[src/rtl/basic_handshake_requestor.sv]
// basic_handshake_requestor: FIFO-fed valid/busy handshake initiator with request and release timeouts
module basic_handshake_requestor #(
  parameter int DATA_W     = 4,
  parameter int FIFO_DEPTH = 4,
  parameter int TIMEOUT    = 15
) (
  input  logic                          clk,
  input  logic                          rstn,
  input  logic                          push_valid,
  input  logic [DATA_W-1:0]             push_data,
  output logic                          push_ready,
  output logic                          valid,
  output logic [DATA_W-1:0]             data_out,
  input  logic                          busy,
  output logic [$clog2(FIFO_DEPTH):0]   fifo_count,
  output logic                          xfer_done,
  output logic                          timeout_err,
  input  logic                          err_clr
);
  localparam int AW = $clog2(FIFO_DEPTH);
  localparam int CW = AW + 1;
  localparam int TW = $clog2(TIMEOUT);
  localparam logic [1:0] S_IDLE = 2'd0;
  localparam logic [1:0] S_REQ  = 2'd1;
  localparam logic [1:0] S_WREL = 2'd2;
  logic [DATA_W-1:0] r_mem [FIFO_DEPTH];
  logic [AW-1:0]     r_wptr, r_rptr;
  logic [CW-1:0]     r_count;
  logic [1:0]        r_state;
  logic [TW-1:0]     r_timer;
  logic              r_valid, r_done, r_err;
  logic [DATA_W-1:0] r_data;
  logic              w_full, w_empty, w_push, w_launch, w_tmo, w_set;
  always_comb begin
    w_full   = r_count == CW'(FIFO_DEPTH);
    w_empty  = r_count == '0;
    w_push   = push_valid && !w_full;
    w_launch = !w_empty && !busy && (r_state == S_IDLE || r_state == S_WREL);
    w_tmo    = r_timer == TW'(TIMEOUT - 1);
    // REQ times out waiting for busy to rise, WAIT_REL waiting for it to fall
    w_set    = w_tmo && ((r_state == S_REQ && !busy) || (r_state == S_WREL && busy));
  end
  always_ff @(posedge clk) begin
    if (rstn) begin
      r_wptr  <= '0;
      r_rptr  <= '0;
      r_count <= '0;
      r_state <= S_IDLE;
      r_timer <= '0;
      r_valid <= 1'b0;
      r_done  <= 1'b0;
      r_err   <= 1'b0;
      r_data  <= '0;
    end else begin
      r_done  <= 1'b0;
      r_err   <= w_set || (r_err && !err_clr);
      r_count <= r_count + CW'(w_push) - CW'(w_launch);
      if (w_push) begin
        r_mem[r_wptr] <= push_data;
        r_wptr        <= r_wptr + AW'(1);
      end
      if (w_launch) begin
        r_rptr  <= r_rptr + AW'(1);
        r_data  <= r_mem[r_rptr];
        r_valid <= 1'b1;
        r_timer <= '0;
        r_state <= S_REQ;
      end else if (r_state == S_REQ) begin
        if (busy || w_tmo) begin
          r_valid <= 1'b0;
          r_done  <= busy;
          r_timer <= '0;
          r_state <= S_WREL;
        end else begin
          r_timer <= r_timer + TW'(1);
        end
      end else if (r_state == S_WREL) begin
        if (!busy || w_tmo) begin
          r_timer <= '0;
          r_state <= S_IDLE;
        end else begin
          r_timer <= r_timer + TW'(1);
        end
      end
    end
  end
  assign push_ready  = !w_full;
  assign valid       = r_valid;
  assign data_out    = r_data;
  assign fifo_count  = r_count;
  assign xfer_done   = r_done;
  assign timeout_err = r_err;
endmodule

[config.mk]
export PLATFORM = sky130hd
export DESIGN_NAME = basic_handshake_requestor
export DESIGN_NICKNAME = d
export VERILOG_FILES = /design/src/rtl/basic_handshake_requestor.sv
export SDC_FILE = /design/constraint.sdc
export NUM_CORES = 1
export LEC_CHECK = 0
export BUFFER_PORTS_ARGS = -buffer_cell sky130_fd_sc_hd__buf_2
export CAP_MARGIN = 20
export CELL_PAD_IN_SITES_DETAIL_PLACEMENT = 2
export CELL_PAD_IN_SITES_GLOBAL_PLACEMENT = 2
export CORE_UTILIZATION = 38
export CTS_BUF_LIST = sky130_fd_sc_hd__clkbuf_8 sky130_fd_sc_hd__clkbuf_16
export DETAILED_ROUTE_END_ITERATION = 10
export HOLD_SLACK_MARGIN = 0.02
export PLACE_DENSITY_LB_ADDON = 0.1
export SETUP_SLACK_MARGIN = 0.05
export SYNTH_ARGS = -nofsm -noshare
export SYNTH_HDL_FRONTEND = slang
export SYNTH_SLANG_ARGS = --single-unit
[constraint.sdc]
create_clock -name clk -period 2.7 [get_ports clk]
set_input_delay 0.54 -clock clk [delete_from_list [all_inputs] [get_ports clk]]
set_output_delay 0.54 -clock clk [all_outputs]
set_load 0.03 [all_outputs]
==> impl_results.md, run 1 <==
* Fmax at 407.4 MHz
* Worst-Skew Late Latency at 0.29 ns
* Worst slew pin tran at 0.8804 ns
* Outcome: complete, no violations
* CTS H-Tree Depth at 2
* Syn nets at 170
* Root Buffer: clkbuf_8
* CTS tree: yes
* Ys Warns at 0
* Antenna viol nets, final at 0
* Fin area at 1958 um^2
* Post-synth EDFFs at 16
* Total die area at 4848 um^2
* Async SR Flop Fraction at 0%
* Hold Buf Count CTS at 0
* Drt initial violations at 51
* Initial antenna violation count at 0
* Ant diodes at 0
* CP startpoint kind: register
* Synth area leaders: edfxtp_1 (28%), dfxtp_1 (23%), ha_1 (8.6%)
* IO Pins at 20
* Vias at 1224
* Post-CTS sizing at 0
* Post-synthesis simple-gate area fraction at 13.25%
* Unrepaired setup endpoints after global routing: no
* Register area share after synthesis at 50.68%
* First-pass GRT wire length at 7100 um
* Post-synth top area share at 27.65%
* Count of final hold-check violations at 0
* Via/cell ratio at 5.538
* Quantity of I/O buffers inserted on ports at 19
* Mux contribution to synthesized area at 5.760%
* Post-layout util at 44.66%
* Post-synthesis cell area at 1738 um^2
* Yosys top cell by area: edfxtp_1
* Average size of a mapped cell at 11.74 um^2
* Largest family of logic cells by synthesized area: simple AND/OR/NAND/NOR gates
* Die H at 69.63 um
* Type of the worst min-delay path: input pin to register
* Leak Pwr at 0.0007251 uW
* Crit path capture type: register
* P&R area growth vs syn at 12.67%
* Unique cell type count in the Yosys netlist at 41
* Final setup fails at 0
* Setup bufs post-CTS at 0
* FP Rows at 24
* Clk buf depth at 2
* Pin count of the biggest net entering global routing at 24
* Worst Path Arrival at 2.62 ns
* Hpwl dp at 2988 um
* Initial Utilization at 39.64%
* Kind of critical path: register to register
* Pwr/cell area at 925.9 nW/um^2
* Placer congestion estimate at 0.8442
* Final setup TNS at 0 ns
* Router iterations before antenna repair at 4
* Max Cap Viol at 0
* Post-Synth XOR/XNOR Area at 2.448%
* Synth Area in Compound Gates at 12.74%
* Tmin final at 2.454 ns
* Max-slew violations at 0
* CTS buffer count at 5
* Synthesized instance count at 148
* Ys flop type: dfxtp_1
* Register bit total from synthesis at 36
* # nets final at 190
* Core ar. at 4384 um^2
* Total GRT Usage at 19.37%
* Fillers at 464
* Final worst clock skew at 0.01159 ns
* Worst slew margin at 40.86%
* Most frequent cells in the layout: dfxtp_1 (20), buf_2 (19), edfxtp_1 (16)
* Crit path max fanout at 7
* Worst EP required at 2.87 ns
* Clock slew at reported path FFs at 0.08 ns
* Most common cell after layout, fill and taps aside: dfxtp_1
* Routed WL per cell at 19.11 um
* Placed Instance Area at 1864 um^2
* Die X at 69.63 um
* DRC at 0
* Number of global-route vias before repair at 1373
* GRT overflow at 0
* Adder-cell area share of the yosys netlist at 9.791%
* Period utilization at 90.90%
* VDD IR max at 409.5 uV
* Layout cells sized above 1 at 22.49%
* Clk sinks at 36
* DRT Wirelength at 4224 um
synthesized netlist by cell type (all sizes together), types with 4 or more instances:
cell type  count
nand2b         4
inv           15
a21oi          8
o21ai          8
mux4           4
nand2          5
buf            4
edfxtp        16
dfxtp         20
nor2           4
nand3          8
ha            12
and2           4
kinds of logic (layout without fill, tap and decap cells):
logic type               after synthesis  after routing
AND/OR/NAND/NOR                       38             38
AO/OA/AOI/OAI                         31             31
multiplexers                           5              5
adder cells (fa/ha/maj)               13             13
XOR/XNOR                               4              4
flip-flops                            36             36
buffers and inverters                 21             42
registers in the layout (all words and copies together), names as in the netlist:
register	flops
r_wptr	2
r_timer	4
valid	1
xfer_done	1
r_mem	16
r_state	2
data_out	4
fifo_count	3
timeout_err	1
r_rptr	2
worst max-delay path, cell delays in order, from the launching register on:
cell	delay [ns]
dfxtp_1	0.38
inv_1	0.10
ha_1	0.27
o21ba_2	0.30
nand2_4	0.10
inv_4	0.06
ha_1	0.27
inv_1	0.04
ha_1	0.19
fa_1	0.38
xnor2_1	0.18
nor2_1	0.05
path summary, 6_finish.rpt:
path                            cells past startpoint             to  slack, ns          from
worst max-delay path                               11  fifo_count[2]       0.25    r_state[0]
worst min register to register                      2    data_out[3]       0.49   data_out[3]
worst min-delay path                                1    r_mem[2][0]       0.46  push_data[0]
worst max register to register                     11  fifo_count[2]       0.25    r_state[0]
stage by stage:
| step | instances | setup slack (ns) | total power (uW) | hold slack [ns] |
|---|---|---|---|---|
| 5_1_grt | 221 | 0.1158 | 1943 | 0.4467 |
| 3_5_place_dp | 213 | 0.2852 | 1418 | 0.4877 |
| 4_1_cts | 221 | 0.2472 | 1839 | 0.4487 |
| 6_report | 221 | 0.2456 | 1813 | 0.4591 |
| 2_1_floorplan | 148 | 0.3965 | 1249 | 0.4837 |
| 3_3_place_gp | 213 | 0.3882 | 1371 | 0.4591 |
metal layers:
layer	share of wire (%)	vias up	track usage [%]
met3	3.9	6	6.105
li1	-	576	-
met5	0	-	0
met1	44	617	23.16
met4	1.1	0	5.333
met2	51	25	33.55
report_power, final:
group / internal (uW) / switching (uW)
registers: 648 / 83.8
clock network: 204 / 200
logic: 241 / 436
total: 1090 / 720
cell type report:
class	instances	area [um^2]	share of cell area (%)
Clock inverter	2	11.26	0.5751
Tap cell	52	65.06	3.323
Sequential cell	36	880.8	44.98
Multi-Input combinational cell	91	764.5	39.04
Clock buffer	6	82.58	4.217
Timing Repair Buffer	19	95.09	4.856
Inverter	15	58.81	3.003
Power figures use the tool's default switching activity.
==> run 2, diff against run 1 <==
--- a/config.mk
+++ b/config.mk
@@ -9,12 +9,12 @@
 export CAP_MARGIN = 20
 export CELL_PAD_IN_SITES_DETAIL_PLACEMENT = 2
 export CELL_PAD_IN_SITES_GLOBAL_PLACEMENT = 2
-export CORE_UTILIZATION = 38
-export CTS_BUF_LIST = sky130_fd_sc_hd__clkbuf_8 sky130_fd_sc_hd__clkbuf_16
+export CORE_UTILIZATION = 40
+export CTS_BUF_LIST = sky130_fd_sc_hd__clkbuf_8
 export DETAILED_ROUTE_END_ITERATION = 10
 export HOLD_SLACK_MARGIN = 0.02
 export PLACE_DENSITY_LB_ADDON = 0.1
-export SETUP_SLACK_MARGIN = 0.05
+export SETUP_SLACK_MARGIN = 0.4
 export SYNTH_ARGS = -nofsm -noshare
 export SYNTH_HDL_FRONTEND = slang
 export SYNTH_SLANG_ARGS = --single-unit
==> impl_results.md, run 2 (same netlist as run 1, synthesis figures left out) <==
* Largest register FFs at 16 (unchanged)
* Drt initial violations at 37 (-27%)
* First-pass GRT wire length at 6354 um (-11%)
* Hold Buf Count CTS at 0 (unchanged)
* Most common cell after layout, fill and taps aside: buf_2
* Ant diodes at 0 (unchanged)
* Pin count of the biggest net entering global routing at 24 (unchanged)
* Antenna viol nets, final at 0 (unchanged)
* R2R Path Start: r_state[0]
* P&R area growth vs syn at 16.05%
* Count of final hold-check violations at 0 (unchanged)
* Final setup fails at 0 (unchanged)
* Critical path's top delay family: adder cells
* FP Rows at 23 (-4.2%)
* Reg2reg end: fifo_count[1]
* Register area at 887.1 um^2 (+0.71%)
* R2r setup slk at 0.47 ns (+0.22 ns)
* Max Cap Viol at 0 (unchanged)
* Setup crit end: fifo_count[1]
* Worst Path Arrival at 2.45 ns (-0.17 ns)
* Max-slew violations at 0 (unchanged)
* Outcome: complete, no violations
* Die H at 67.92 um (-2.5%)
* DRT Wirelength at 3850 um (-8.9%)
* GRT overflow at 0 (unchanged)
* Crit path max fanout at 7 (unchanged)
* Clock slew at reported path FFs at 0.08 ns (about the same)
* Clk sinks at 36 (unchanged)
* Tmin final at 2.230 ns (-0.2242 ns)
* Kind of critical path: register to register
* Worst EP required at 2.92 ns (+0.05 ns)
* Placed cells at 211 (-0.94%)
* Via/cell ratio at 5.443 (-1.7%)
* Period utilization at 82.60% (-8.3 points)
* CTS tree: yes
* Crit path capture type: register
* Crit path launch: r_state[0]
* Core ar. at 4086 um^2 (-6.8%)
* Worst slew margin at 41.13% (+0.27 points)
* Number of global-route vias before repair at 1262 (-8.1%)
* Hpwl dp at 2891 um (-3.3%)
* Top reg by flops: r_mem
* Unrepaired setup endpoints after global routing: no
* Root Buffer: clkbuf_8
* Total die area at 4612 um^2 (-4.9%)
* Worst Reg-to-Reg Cells at 10 (-1)
* CP startpoint kind: register
* Die X at 67.92 um (-2.5%)
* Worst-Skew Late Latency at 0.29 ns (about the same)
* DRC at 0 (unchanged)
* Worst slew pin tran at 0.8764 ns (-0.003982 ns)
* Final worst clock skew at 0.004059 ns (-0.007535 ns)
* CTS buffer count at 5 (unchanged)
* Initial Utilization at 42.53% (+2.9 points)
* Crit path buf inv count at 3 (unchanged)
* VDD IR max at 381.2 uV (-6.9%)
* CP Cell Sequence: inv_1 -> ha_4 -> o21ba_4 -> nand2_4 -> inv_4 -> ha_1 -> inv_1 -> ha_1 -> fa_2 -> nor2b_1
* Vias at 1192 (-2.6%)
* Fillers at 422 (-9.1%)
* Max incr delay on CP at 0.51 ns (+0.13 ns)
* Setup bufs post-CTS at 0 (unchanged)
* Type of the worst min-delay path: input pin to register
* Most frequent cells in the layout: buf_2 (19), dfxtp_1 (17), edfxtp_1 (16)
* Multi-input gate area at 798.3 um^2 (+4.4%)
* Final setup TNS at 0 ns (unchanged)
* Fmax at 448.4 MHz (+10%)
* Leak Pwr at 0.0007380 uW (+1.8%)
* Layout cells sized above 1 at 28.40% (+5.9 points)
* Routed WL per cell at 17.58 um (-8.0%)
* Total GRT Usage at 19.41% (+0.038 points)
* Placer congestion estimate at 0.6955 (-18%)
* Quantity of I/O buffers inserted on ports at 19 (unchanged)
* Clk buf depth at 2 (unchanged)
* Pwr/cell area at 950.4 nW/um^2 (+2.6%)
* Initial antenna violation count at 0 (unchanged)
* Router iterations before antenna repair at 4 (unchanged)
* Critical path depth at 10 (-1)
* IO Pins at 20 (unchanged)
* Fin cells at 219 (-0.90%)
* CP max stage cell: fa_2
* # nets final at 190 (unchanged)
* CTS H-Tree Depth at 2 (unchanged)
## run 2: cell count changes in the layout (fill, tap and decap cells not counted), sizes merged
cell	previous run	this run
clkbuf	6	5
bufinv	0	1
## run 2: stage by stage
stage | hold WS, ns | power [uW] | cell area, um^2 | util [%] | setup WS [ns]
6_report | 0.4581 | 1917 | 2017 | 49.36 | 0.4698
5_1_grt | 0.4484 | 2036 | 2017 | 49.36 | 0.3954
4_1_cts | 0.4497 | 1933 | 1994 | 48.81 | 0.4084
3_5_place_dp | 0.4687 | 1418 | 1863 | 45.59 | 0.2803
3_3_place_gp | 0.4616 | 1376 | 1863 | 45.59 | 0.3885
2_1_floorplan | 0.4837 | 1251 | 1739 | - | 0.4458
## run 2: where the power goes
part           total, uW  internal [uW]  leakage, uW  switching, uW
Sequential           734            650     0.000310           83.6
Combinational        701            266     0.000373            435
Clock                482            278    0.0000548            204
## run 2: cell type report
| type | count | share of cell area, % |
|---|---|---|
| clock buffer | 5 | 3.412 |
| clock inverter | 3 | 2.295 |
| inverter | 15 | 2.916 |
| multi-input combinational | 91 | 39.58 |
| sequential | 36 | 43.98 |
| tap | 50 | 3.102 |
| timing repair buffer | 19 | 4.715 |
## run 2: how the worst min path moves through the flow
stage                       startpoint           to  slack [ns]  cells after the start
after floorplan              r_wptr[0]    r_wptr[0]        0.48                      2
after global placement     timeout_err  timeout_err        0.46                      2
after detailed placement   data_out[2]  data_out[2]        0.47                      2
after CTS                 push_data[0]  r_mem[0][0]        0.45                      1
after global routing      push_data[0]  r_mem[3][0]        0.45                      1
final                     push_data[0]  r_mem[1][0]        0.46                      1
## run 2: routing by layer
metal  wire, um  vias up  track usage [%]  share of wire (%)
li1           -      574                -                  -
met4         90        0            8.594                2.3
met3         86       10            4.833                2.2
met1       1728      588            22.40                 45
met5          0        -                0                  0
met2       1945       20            33.79                 51
## run 2: what timing repair did
action / CTS / global route
endpoints found under the setup margin: 2 / 2
pin swaps: 1 / 1
gates resized for setup: 5 / 6
gates cloned: 0 / 0
==> run 3, diff against run 2 <==
==> constraint.sdc (replaced) <==
create_clock -name clk -period 2.2 [get_ports clk]
set_input_delay 0.44 -clock clk [delete_from_list [all_inputs] [get_ports clk]]
set_output_delay 0.44 -clock clk [all_outputs]
set_load 0.03 [all_outputs]
==> impl_results.md, run 3 (same netlist as run 1, synthesis figures left out) <==
* Quantity of I/O buffers inserted on ports at 19 (unchanged)
* Switching Power at 1061 uW (+47%)
* CTS buffer count at 5 (unchanged)
* Vias at 1367 (+15%)
* Internal power at 1639 uW (+37%)
* Routed WL per cell at 24.25 um (+38%)
* Die H at 67.92 um (unchanged)
* # nets final at 206 (+8.4%)
* Worst-Skew Late Latency at 0.31 ns (+0.02 ns)
* Fin area at 2203 um^2 (+9.2%)
* Kind of critical path: register to register
* Drt initial violations at 59 (+59%)
* Most frequent cells in the layout: buf_2 (19), buf_4 (16), edfxtp_1 (16)
* Worst Path Arrival at 2.35 ns (-0.10 ns)
* Number of global-route vias before repair at 1447 (+15%)
* Pin count of the biggest net entering global routing at 23 (-4.2%)
* Outcome: complete, no violations
* Max-slew violations at 0 (unchanged)
* CP startpoint kind: register
* CTS tree: yes
* Clk buf depth at 2 (unchanged)
* Crit path capture type: register
* Clock slew at reported path FFs at 0.09 ns (about the same)
* Ant diodes at 0 (unchanged)
* Worst EP required at 2.44 ns (-0.48 ns)
* Hold Buf Count CTS at 0 (unchanged)
* Placed cells at 215 (+1.9%)
* Fmax at 474.8 MHz (+5.9%)
* Largest register FFs at 16 (unchanged)
* Pwr/cell area at 1225 nW/um^2 (+29%)
* Hpwl dp at 3471 um (+20%)
* Worst slew margin at 45.94% (+4.8 points)
* Via/cell ratio at 5.817 (+6.9%)
* Initial antenna violation count at 0 (unchanged)
* Root Buffer: clkbuf_8
* R2R Path Start: r_state[0]
* Crit path max fanout at 3 (-4)
* DRT Wirelength at 5698 um (+48%)
* Layout cells sized above 1 at 38.92% (+11 points)
* Design Power at 2700 uW (+41%)
* Worst slew pin tran at 0.8048 ns (-0.07163 ns)
* Clock power share at 22.6% (-2.6 points)
* Worst hold margin at 0.3551 ns (-0.1030 ns)
* Max Cap Viol at 0 (unchanged)
* Fin cells at 235 (+7.3%)
* Antenna viol nets, final at 0 (unchanged)
* Tmin final at 2.106 ns (-0.1243 ns)
* Type of the worst min-delay path: input pin to register
* Flop pwr share at 34.9% (-3.4 points)
* Clk sinks at 36 (unchanged)
* Final setup fails at 0 (unchanged)
* GRT overflow at 0 (unchanged)
* Period utilization at 95.73% (+13 points)
* Router iterations before antenna repair at 4 (unchanged)
* Most common cell after layout, fill and taps aside: buf_2
* Part of the power in combinational logic at 42.5% (+5.9 points)
* FP Rows at 23 (unchanged)
* Unrepaired setup endpoints after global routing: yes
* P&R area growth vs syn at 26.78%
* IO Pins at 20 (unchanged)
* Die X at 67.92 um (unchanged)
* CTS H-Tree Depth at 2 (unchanged)
* VDD IR max at 685.5 uV (+80%)
* Count of final hold-check violations at 0 (unchanged)
* Total GRT Usage at 25.45% (+6.0 points)
* Placed Instance Area at 1947 um^2 (+4.5%)
* Total die area at 4612 um^2 (unchanged)
* Placer congestion estimate at 0.7829 (+13%)
* Worst hold start: push_data[1]
* Final worst clock skew at 0.01441 ns (+0.01035 ns)
* Leak Pwr at 0.0008273 uW (+12%)
* Top reg by flops: r_mem
* Crit path launch: r_state[0]
* First-pass GRT wire length at 7893 um (+24%)
* DRC at 0 (unchanged)
* Sw frac at 39.30% (+1.6 points)
* Initial Utilization at 42.53% (unchanged)
* Core ar. at 4086 um^2 (unchanged)
==> run 3: cell count changes in the layout (fill, tap and decap cells not counted), sizes merged <==
cell      before  now
buf           19   35
clkinv         0    1
clkinvlp       1    0
==> run 3: path summary, 6_finish.rpt <==
| path | slack (ns) | cells past startpoint | end |
|---|---|---|---|
| setup / recovery | 0.09 | 10 | fifo_count[1] |
| hold / removal | 0.36 | 1 | r_mem[3][1] |
| setup reg to reg | 0.09 | 10 | fifo_count[1] |
| hold reg to reg | 0.49 | 2 | data_out[1] |
==> run 3: repair_timing <==
item                       in CTS  in global routing
cloned                          0                  0
setup endpoints to repair       4                  3
pin swaps                       4                  4
gates resized for setup        11                  3
buffers inserted                6                  6
==> run 3: per-stage QoR <==
| step | TNS [ns] | utilization, % | setup WS (ns) |
|---|---|---|---|
| floorplan | 0 | - | 0.08800 |
| global placement | 0 | 47.64 | 0.09674 |
| detailed placement | -0.09068 | 47.64 | -0.06767 |
| CTS | 0 | 52.51 | 0.1213 |
| global route | 0 | 53.92 | 0.05240 |
| finish | 0 | 53.92 | 0.09402 |
==> run 3: worst max-delay path: stages, from the launching register on <==
cell and delay (ns):
dfxtp_2 0.37, inv_4 0.07, ha_4 0.17, o21ba_4 0.23, nand2_4 0.09, inv_6 0.04, ha_4 0.25, inv_2 0.04
ha_4 0.15, fa_2 0.51, nor2b_4 0.13
==> run 3: layer usage <==
metal  track usage [%]  up-vias  share of wire, %  wire (um)
li1                  -      610                 -          -
met1             29.15      714                40       2295
met2             45.17       32                54       3075
met3             6.500       11               3.2        180
met4             9.635        0               2.6        146
met5                 0        -                 0          0
==> run 3: power by group through the flow <==
stage	clock (uW)	sequential, uW	combinational, uW
6_report	610	942	1150
2_1_floorplan	0	992	615
4_1_cts	591	928	1050
3_3_place_gp	0	922	872
3_5_place_dp	0	940	938
5_1_grt	638	954	1230
==> run 3: cell type report <==
class / instances / area (um^2)
Clock inverter: 3 / 38.79
Clock buffer: 5 / 68.82
Tap cell: 50 / 62.56
Multi-Input combinational cell: 91 / 854.6
Timing Repair Buffer: 35 / 215.2
Sequential cell: 36 / 897.1
Fill cell: 413 / 1883
Inverter: 15 / 66.31
